$ cat config.mk
export PLATFORM = sky130hd
export DESIGN_NAME = pc_gen_flat
export DESIGN_NICKNAME = d
export VERILOG_FILES = /design/src/rtl/pc_pkg.sv /design/src/rtl/pc_gen_if.sv /design/src/rtl/pc_ras.sv /design/src/rtl/pc_gen.sv /design/src/flat_wrapper.sv
export SDC_FILE = /design/constraint.sdc
export NUM_CORES = 1
export LEC_CHECK = 0
export BUFFER_PORTS_ARGS = -buffer_cell sky130_fd_sc_hd__buf_2
export CAP_MARGIN = 40
export CORE_MARGIN = 2
export CORE_UTILIZATION = 50
export DETAILED_ROUTE_END_ITERATION = 10
export PLACE_DENSITY = 0.79
export SLEW_MARGIN = 20
export SYNTH_ARGS = -nofsm -noshare
export SYNTH_HDL_FRONTEND = slang
export SYNTH_SLANG_ARGS = --single-unit
$ cat constraint.sdc
create_clock -name clk -period 8.3 [get_ports clk]
set_clock_uncertainty 0.15 [all_clocks]
set_input_delay 0.83 -clock clk [delete_from_list [all_inputs] [get_ports clk]]
set_output_delay 0.83 -clock clk [all_outputs]
set_load 0.005 [all_outputs]
$ cat src/rtl/pc_pkg.sv
// pc_pkg: redirect mode encoding and default widths shared by the PC generator
package pc_pkg;
    typedef enum logic [1:0] {
        MODE_BRANCH = 2'd0,
        MODE_JUMP   = 2'd1,
        MODE_JREG   = 2'd2,
        MODE_RET    = 2'd3
    } redir_mode_e;
    localparam int PC_W_DEF      = 32;
    localparam int IMM_W_DEF     = 16;
    localparam int JADDR_W_DEF   = 26;
    localparam int INC_DEF       = 1;
    localparam int RAS_DEPTH_DEF = 4;
endpackage

$ cat src/rtl/pc_gen_if.sv
// pc_gen_if: redirect bus from branch resolution and fetch PC/RAS status back out
interface pc_gen_if import pc_pkg::*; #(
    parameter int PC_W    = PC_W_DEF,
    parameter int IMM_W   = IMM_W_DEF,
    parameter int JADDR_W = JADDR_W_DEF
);
    logic               stall;
    logic               redir_valid;
    logic [1:0]         redir_mode;
    logic [PC_W-1:0]    redir_pc;
    logic [IMM_W-1:0]   redir_imm;
    logic [JADDR_W-1:0] redir_jaddr;
    logic [PC_W-1:0]    redir_reg;
    logic               redir_link;
    logic [PC_W-1:0]    pc;
    logic               ras_empty;
    logic               ras_full;
    logic               ras_miss;
    modport master (
        output stall, redir_valid, redir_mode, redir_pc, redir_imm, redir_jaddr, redir_reg, redir_link,
        input  pc, ras_empty, ras_full, ras_miss
    );
    modport slave (
        input  stall, redir_valid, redir_mode, redir_pc, redir_imm, redir_jaddr, redir_reg, redir_link,
        output pc, ras_empty, ras_full, ras_miss
    );
endinterface

$ cat src/rtl/pc_ras.sv
// pc_ras: circular return-address stack; push+pop together replaces the top entry
module pc_ras import pc_pkg::*; #(
    parameter int DEPTH = RAS_DEPTH_DEF,
    parameter int W     = PC_W_DEF
) (
    input  logic         clk,
    input  logic         rst_n,
    input  logic         push,
    input  logic         pop,
    input  logic [W-1:0] wdata,
    output logic [W-1:0] top,
    output logic         empty,
    output logic         full
);
    localparam int PTR_W = $clog2(DEPTH);
    localparam int CNT_W = PTR_W + 1;
    logic [PTR_W-1:0] top_q, top_d;
    logic [CNT_W-1:0] cnt_q, cnt_d;
    logic [W-1:0]     mem_q [DEPTH];
    logic [W-1:0]     mem_d [DEPTH];
    assign empty = cnt_q == '0;
    assign full  = cnt_q == CNT_W'(DEPTH);
    assign top   = mem_q[top_q];
    // pop is only asserted by the caller when the stack is non-empty
    always_comb begin
        top_d = top_q;
        cnt_d = cnt_q;
        mem_d = mem_q;
        if (push && pop) begin
            mem_d[top_q] = wdata;
        end else if (push) begin
            top_d        = top_q + 1'b1;
            mem_d[top_d] = wdata;
            cnt_d        = full ? cnt_q : cnt_q + 1'b1;
        end else if (pop) begin
            top_d = top_q - 1'b1;
            cnt_d = cnt_q - 1'b1;
        end
    end
    always_ff @(posedge clk) begin
        if (!rst_n) begin
            top_q <= '0;
            cnt_q <= '0;
        end else begin
            top_q <= top_d;
            cnt_q <= cnt_d;
        end
    end
    always_ff @(posedge clk) mem_q <= mem_d;
endmodule

$ cat src/rtl/pc_gen.sv
// pc_gen: registered fetch PC with branch/jump/jreg/return redirects and a return stack
module pc_gen import pc_pkg::*; #(
    parameter int              PC_W      = PC_W_DEF,
    parameter int              IMM_W     = IMM_W_DEF,
    parameter int              JADDR_W   = JADDR_W_DEF,
    parameter int              INC       = INC_DEF,
    parameter logic [PC_W-1:0] RESET_PC  = '0,
    parameter int              RAS_DEPTH = RAS_DEPTH_DEF
) (
    input logic     clk,
    input logic     rst_n,
    pc_gen_if.slave bus
);
    localparam logic [PC_W-1:0] INC_V = PC_W'(INC);
    logic [PC_W-1:0] pc_q, pc_d, link, branch_tgt, jump_tgt, ret_tgt, target, ras_top;
    logic            ras_miss_q, ras_miss_d, ras_push, ras_pop, ras_empty, is_ret;
    always_comb begin
        link       = bus.redir_pc + INC_V;
        branch_tgt = link + {{(PC_W-IMM_W){bus.redir_imm[IMM_W-1]}}, bus.redir_imm};
        jump_tgt   = {link[PC_W-1:JADDR_W], bus.redir_jaddr};
        ret_tgt    = ras_empty ? bus.redir_reg : ras_top;
        target     = bus.redir_mode == MODE_BRANCH ? branch_tgt :
                     bus.redir_mode == MODE_JUMP   ? jump_tgt   :
                     bus.redir_mode == MODE_JREG   ? bus.redir_reg : ret_tgt;
        is_ret     = bus.redir_valid && bus.redir_mode == MODE_RET;
        ras_pop    = is_ret && !ras_empty;
        ras_push   = bus.redir_valid && bus.redir_link;
        ras_miss_d = is_ret && ras_empty;
        pc_d       = bus.redir_valid ? target : bus.stall ? pc_q : pc_q + INC_V;
    end
    always_ff @(posedge clk) begin
        if (!rst_n) begin
            pc_q       <= RESET_PC;
            ras_miss_q <= 1'b0;
        end else begin
            pc_q       <= pc_d;
            ras_miss_q <= ras_miss_d;
        end
    end
    pc_ras #(.DEPTH(RAS_DEPTH), .W(PC_W)) u_ras (
        .clk   (clk),
        .rst_n (rst_n),
        .push  (ras_push),
        .pop   (ras_pop),
        .wdata (link),
        .top   (ras_top),
        .empty (ras_empty),
        .full  (bus.ras_full)
    );
    assign bus.pc        = pc_q;
    assign bus.ras_empty = ras_empty;
    assign bus.ras_miss  = ras_miss_q;
endmodule

$ cat src/flat_wrapper.sv
// flat-port wrapper written by rule: the top's interface ports become plain ports
module pc_gen_flat import pc_pkg::*;
#(
    parameter int              PC_W      = PC_W_DEF,
    parameter int              IMM_W     = IMM_W_DEF,
    parameter int              JADDR_W   = JADDR_W_DEF,
    parameter int              INC       = INC_DEF,
    parameter logic [PC_W-1:0] RESET_PC  = '0,
    parameter int              RAS_DEPTH = RAS_DEPTH_DEF
)
  (clk, rst_n, bus_stall, bus_redir_valid, bus_redir_mode, bus_redir_pc, bus_redir_imm, bus_redir_jaddr, bus_redir_reg, bus_redir_link, bus_pc, bus_ras_empty, bus_ras_full, bus_ras_miss);
  pc_gen_if #(.PC_W(PC_W), .IMM_W(IMM_W), .JADDR_W(JADDR_W)) bus_i ();
  input logic clk;
  input logic rst_n;
  input wire logic [$bits(bus_i.stall)-1:0] bus_stall;
  input wire logic [$bits(bus_i.redir_valid)-1:0] bus_redir_valid;
  input wire logic [$bits(bus_i.redir_mode)-1:0] bus_redir_mode;
  input wire logic [$bits(bus_i.redir_pc)-1:0] bus_redir_pc;
  input wire logic [$bits(bus_i.redir_imm)-1:0] bus_redir_imm;
  input wire logic [$bits(bus_i.redir_jaddr)-1:0] bus_redir_jaddr;
  input wire logic [$bits(bus_i.redir_reg)-1:0] bus_redir_reg;
  input wire logic [$bits(bus_i.redir_link)-1:0] bus_redir_link;
  output wire logic [$bits(bus_i.pc)-1:0] bus_pc;
  output wire logic [$bits(bus_i.ras_empty)-1:0] bus_ras_empty;
  output wire logic [$bits(bus_i.ras_full)-1:0] bus_ras_full;
  output wire logic [$bits(bus_i.ras_miss)-1:0] bus_ras_miss;
  assign bus_i.stall = bus_stall;
  assign bus_i.redir_valid = bus_redir_valid;
  assign bus_i.redir_mode = bus_redir_mode;
  assign bus_i.redir_pc = bus_redir_pc;
  assign bus_i.redir_imm = bus_redir_imm;
  assign bus_i.redir_jaddr = bus_redir_jaddr;
  assign bus_i.redir_reg = bus_redir_reg;
  assign bus_i.redir_link = bus_redir_link;
  assign bus_pc = bus_i.pc;
  assign bus_ras_empty = bus_i.ras_empty;
  assign bus_ras_full = bus_i.ras_full;
  assign bus_ras_miss = bus_i.ras_miss;
  pc_gen #(.PC_W(PC_W), .IMM_W(IMM_W), .JADDR_W(JADDR_W), .INC(INC), .RESET_PC(RESET_PC), .RAS_DEPTH(RAS_DEPTH)) u_core (.clk(clk), .rst_n(rst_n), .bus(bus_i));
endmodule
==> metrics.txt <==
pins over their slew limit=0; CTS tree=built; synthesized flop and latch total=166; Final Net Count=1373; grt ovf=0; DRT antenna net count=0; sequential area share after synthesis=0.439; Clock Path Buffers=2; vias in the first global route=8597; min Tclk post-route=4.58 ns; PwrDens=188 nW/um^2; die area=22100 um^2; Post-Layout Inst Area=12100 um^2; crit path max fanout=5; endpoints failing setup=0; GP Congestion=0.941; WL/cell=19.8 um; count leader, synth=nor2_1; run status=finished clean; pin count of the biggest net entering global routing=50; DRT Pass-1 Iters=5; Synth Warn #=0; Post-Syn Area per Cell=9.68 um^2; n_diodes=0; worst setup margin=3.72 ns; worst-path cell chain=buf_2, and4_1, nand4_1, nor2_1, nand4_1, xor2_1, inv_1, ha_1, a21o_1, a21o_1, a21o_1, or3_1, a31oi_1, o31ai_1, xor2_1, a21oi_1, nor2_1; drt first-iter violations=1066; ys flop type=edfxtp_1; max frequency=218 MHz; Setup crit end kind=flip-flop; Die Ht=149 um; WS Path Type=input pin to flip-flop; crit path DAT=4.75 ns; Leakage=4.79 nW; peak supply drop=0.142 mV; area grow syn2layout=15.3%; max_cap viols=0; CP required=8.46 ns; I/O Pins=148; final WL=29700 um; Post-Syn Area=10500 um^2; H-tree depth=4; cell with the largest stage delay on the worst path=xor2_1; Clock Sinks=166; chip width=149 um; Tightest Pin Transition=0.829 ns; initial antenna violation count=1; Initial Util=0.513; CTS clock-pin slew for the worst setup and hold paths=0.07 ns; leading area contributor after synthesis=edfxtp_1; Synth async-reset ratio=0; Yosys top cell area share=0.367; RSZ-0062 raised after global routing=no; root buffer cell=clkbuf_16; first-pass GRT wire length=45700 um; cell total after placement=1462; final cell utilization of the core=0.591; max_slew headroom=0.445; HPWL Detailed=21600 um; cts hold-fix bufs=0; vias post-DR=8893; Placed Area=11500 um^2; synth cell count leaders=202 x nor2_1, 128 x edfxtp_1, 96 x nand2_1; total design power=2.28 mW; DRC=0; GRT Total Usage=0.268; Tcrit/Tclk final=0.552; syn nets=1243; CTS Buf Count=17; Crit path top cell by count=a21o_1; Core ar.=20400 um^2; postcts setup bufs=0; Worst path max stage delay=0.44 ns; Cell Rows=52; clk_lat worst skew=0.42 ns; pre-CTS WS=3.37 ns; setup TNS=0 ns; worst hold path type=flip-flop to flip-flop; Vias/cell=5.95; post_cts resized=0; Final Hold Viols=0; share of layout cells above drive strength 1=0.207; Area contributors post-synth=edfxtp_1 37%, dfxtp_1 7.3%, nor2_1 7.2%; library cells used by synthesis=59; CP Launch Type=input pin; cells after synthesis=1082; fillers=1692; IO buf count=147; final non-filler cell total=1495; Hold Slack=0.432 ns; Post-synth EDFFs=128
cell families (layout without fill, tap and decap cells):
logic type	Yosys count	in the layout	synth area share
AO/OA/AOI/OAI	210	210	0.133
XOR/XNOR	90	90	0.0752
adder cells (fa/ha/maj)	48	48	0.0588
buffers and inverters	109	252	0.0396
flip-flops	166	166	0.439
multiplexers	45	45	0.0817
AND/OR/NAND/NOR	414	414	0.172
report_power, final:
| group | switching, mW | internal (mW) |
|---|---|---|
| clock | 0.335 | 0.385 |
| sequential | 0.0275 | 0.950 |
| combinational | 0.353 | 0.227 |
routing by layer:
layer,wire length (um),global-route usage,up-vias
met1,12200,0.359,4172
met2,13600,0.431,524
li1,-,-,4132
met5,13,0,-
met4,766,0.0910,2
met3,3050,0.0657,63
final timing paths:
kind / cells past startpoint / slack (ns) / startpoint / to
max: 17 / 3.72 / bus_redir_pc[2] / u_core.bus.pc[30]$_SDFFE_PN0P_
min: 2 / 0.43 / u_core.u_ras.cnt_q[1]$_SDFFE_PN0P_ / u_core.u_ras.cnt_q[1]$_SDFFE_PN0P_
max reg2reg: 10 / 4.78 / u_core.u_ras.cnt_q[0]$_SDFFE_PN0P_ / u_core.u_ras.mem_q[86]$_DFFE_PP_
min reg2reg: 2 / 0.43 / u_core.u_ras.cnt_q[1]$_SDFFE_PN0P_ / u_core.u_ras.cnt_q[1]$_SDFFE_PN0P_
critical path, delay by kind of cell:
family                     cells  cell delay [ns]
AOI/OAI and AO/OA              6             1.06
xor gates and xnor gates       2             0.60
adders and majority gates      1             0.33
buffers and inverters          2             0.24
and+or+nand+nor                6             1.68
cell usage in the layout, fill, tap and decap left out, drive strengths merged, types with 5 or more instances in the layout:
| cell type | netlist | layout |
|---|---|---|
| clkbuf | 44 | 18 |
| and2 | 8 | 8 |
| o21ai | 57 | 57 |
| nand4 | 16 | 16 |
| ha | 46 | 46 |
| edfxtp | 128 | 128 |
| o22ai | 12 | 12 |
| o2bb2ai | 5 | 5 |
| a21oi | 52 | 52 |
| nand2 | 96 | 96 |
| a21o | 10 | 10 |
| o211ai | 7 | 7 |
| nor3 | 9 | 9 |
| nand3 | 35 | 35 |
| buf | 9 | 164 |
| xor2 | 45 | 45 |
| o21bai | 6 | 6 |
| a31oi | 13 | 13 |
| mux4 | 32 | 32 |
| a221oi | 6 | 6 |
| xnor2 | 45 | 45 |
| nor2b | 13 | 13 |
| inv | 56 | 62 |
| a211oi | 8 | 8 |
| dfxtp | 38 | 38 |
| clkinv | 0 | 6 |
| mux2i | 9 | 9 |
| o221ai | 9 | 9 |
| and3 | 16 | 16 |
| nor2 | 203 | 203 |
layout make-up:
type	count	area, um^2	share of cell area
clock buffer	18	429	0.0355
clock inverter	14	97.6	0.00808
inverter	56	210	0.0174
multi-input combinational	807	5520	0.457
sequential	166	4610	0.381
tap	270	338	0.0280
timing repair buffer	164	878	0.0727
flip-flops by register name, indices dropped and copies added (netlist names):
signal and cells:
u_core.u_ras.mem_q 128, u_core.bus.ras_miss 1, u_core.u_ras.cnt_q 3, u_core.u_ras.top_q 2
u_core.bus.pc 32
Power figures use the tool's default switching activity.
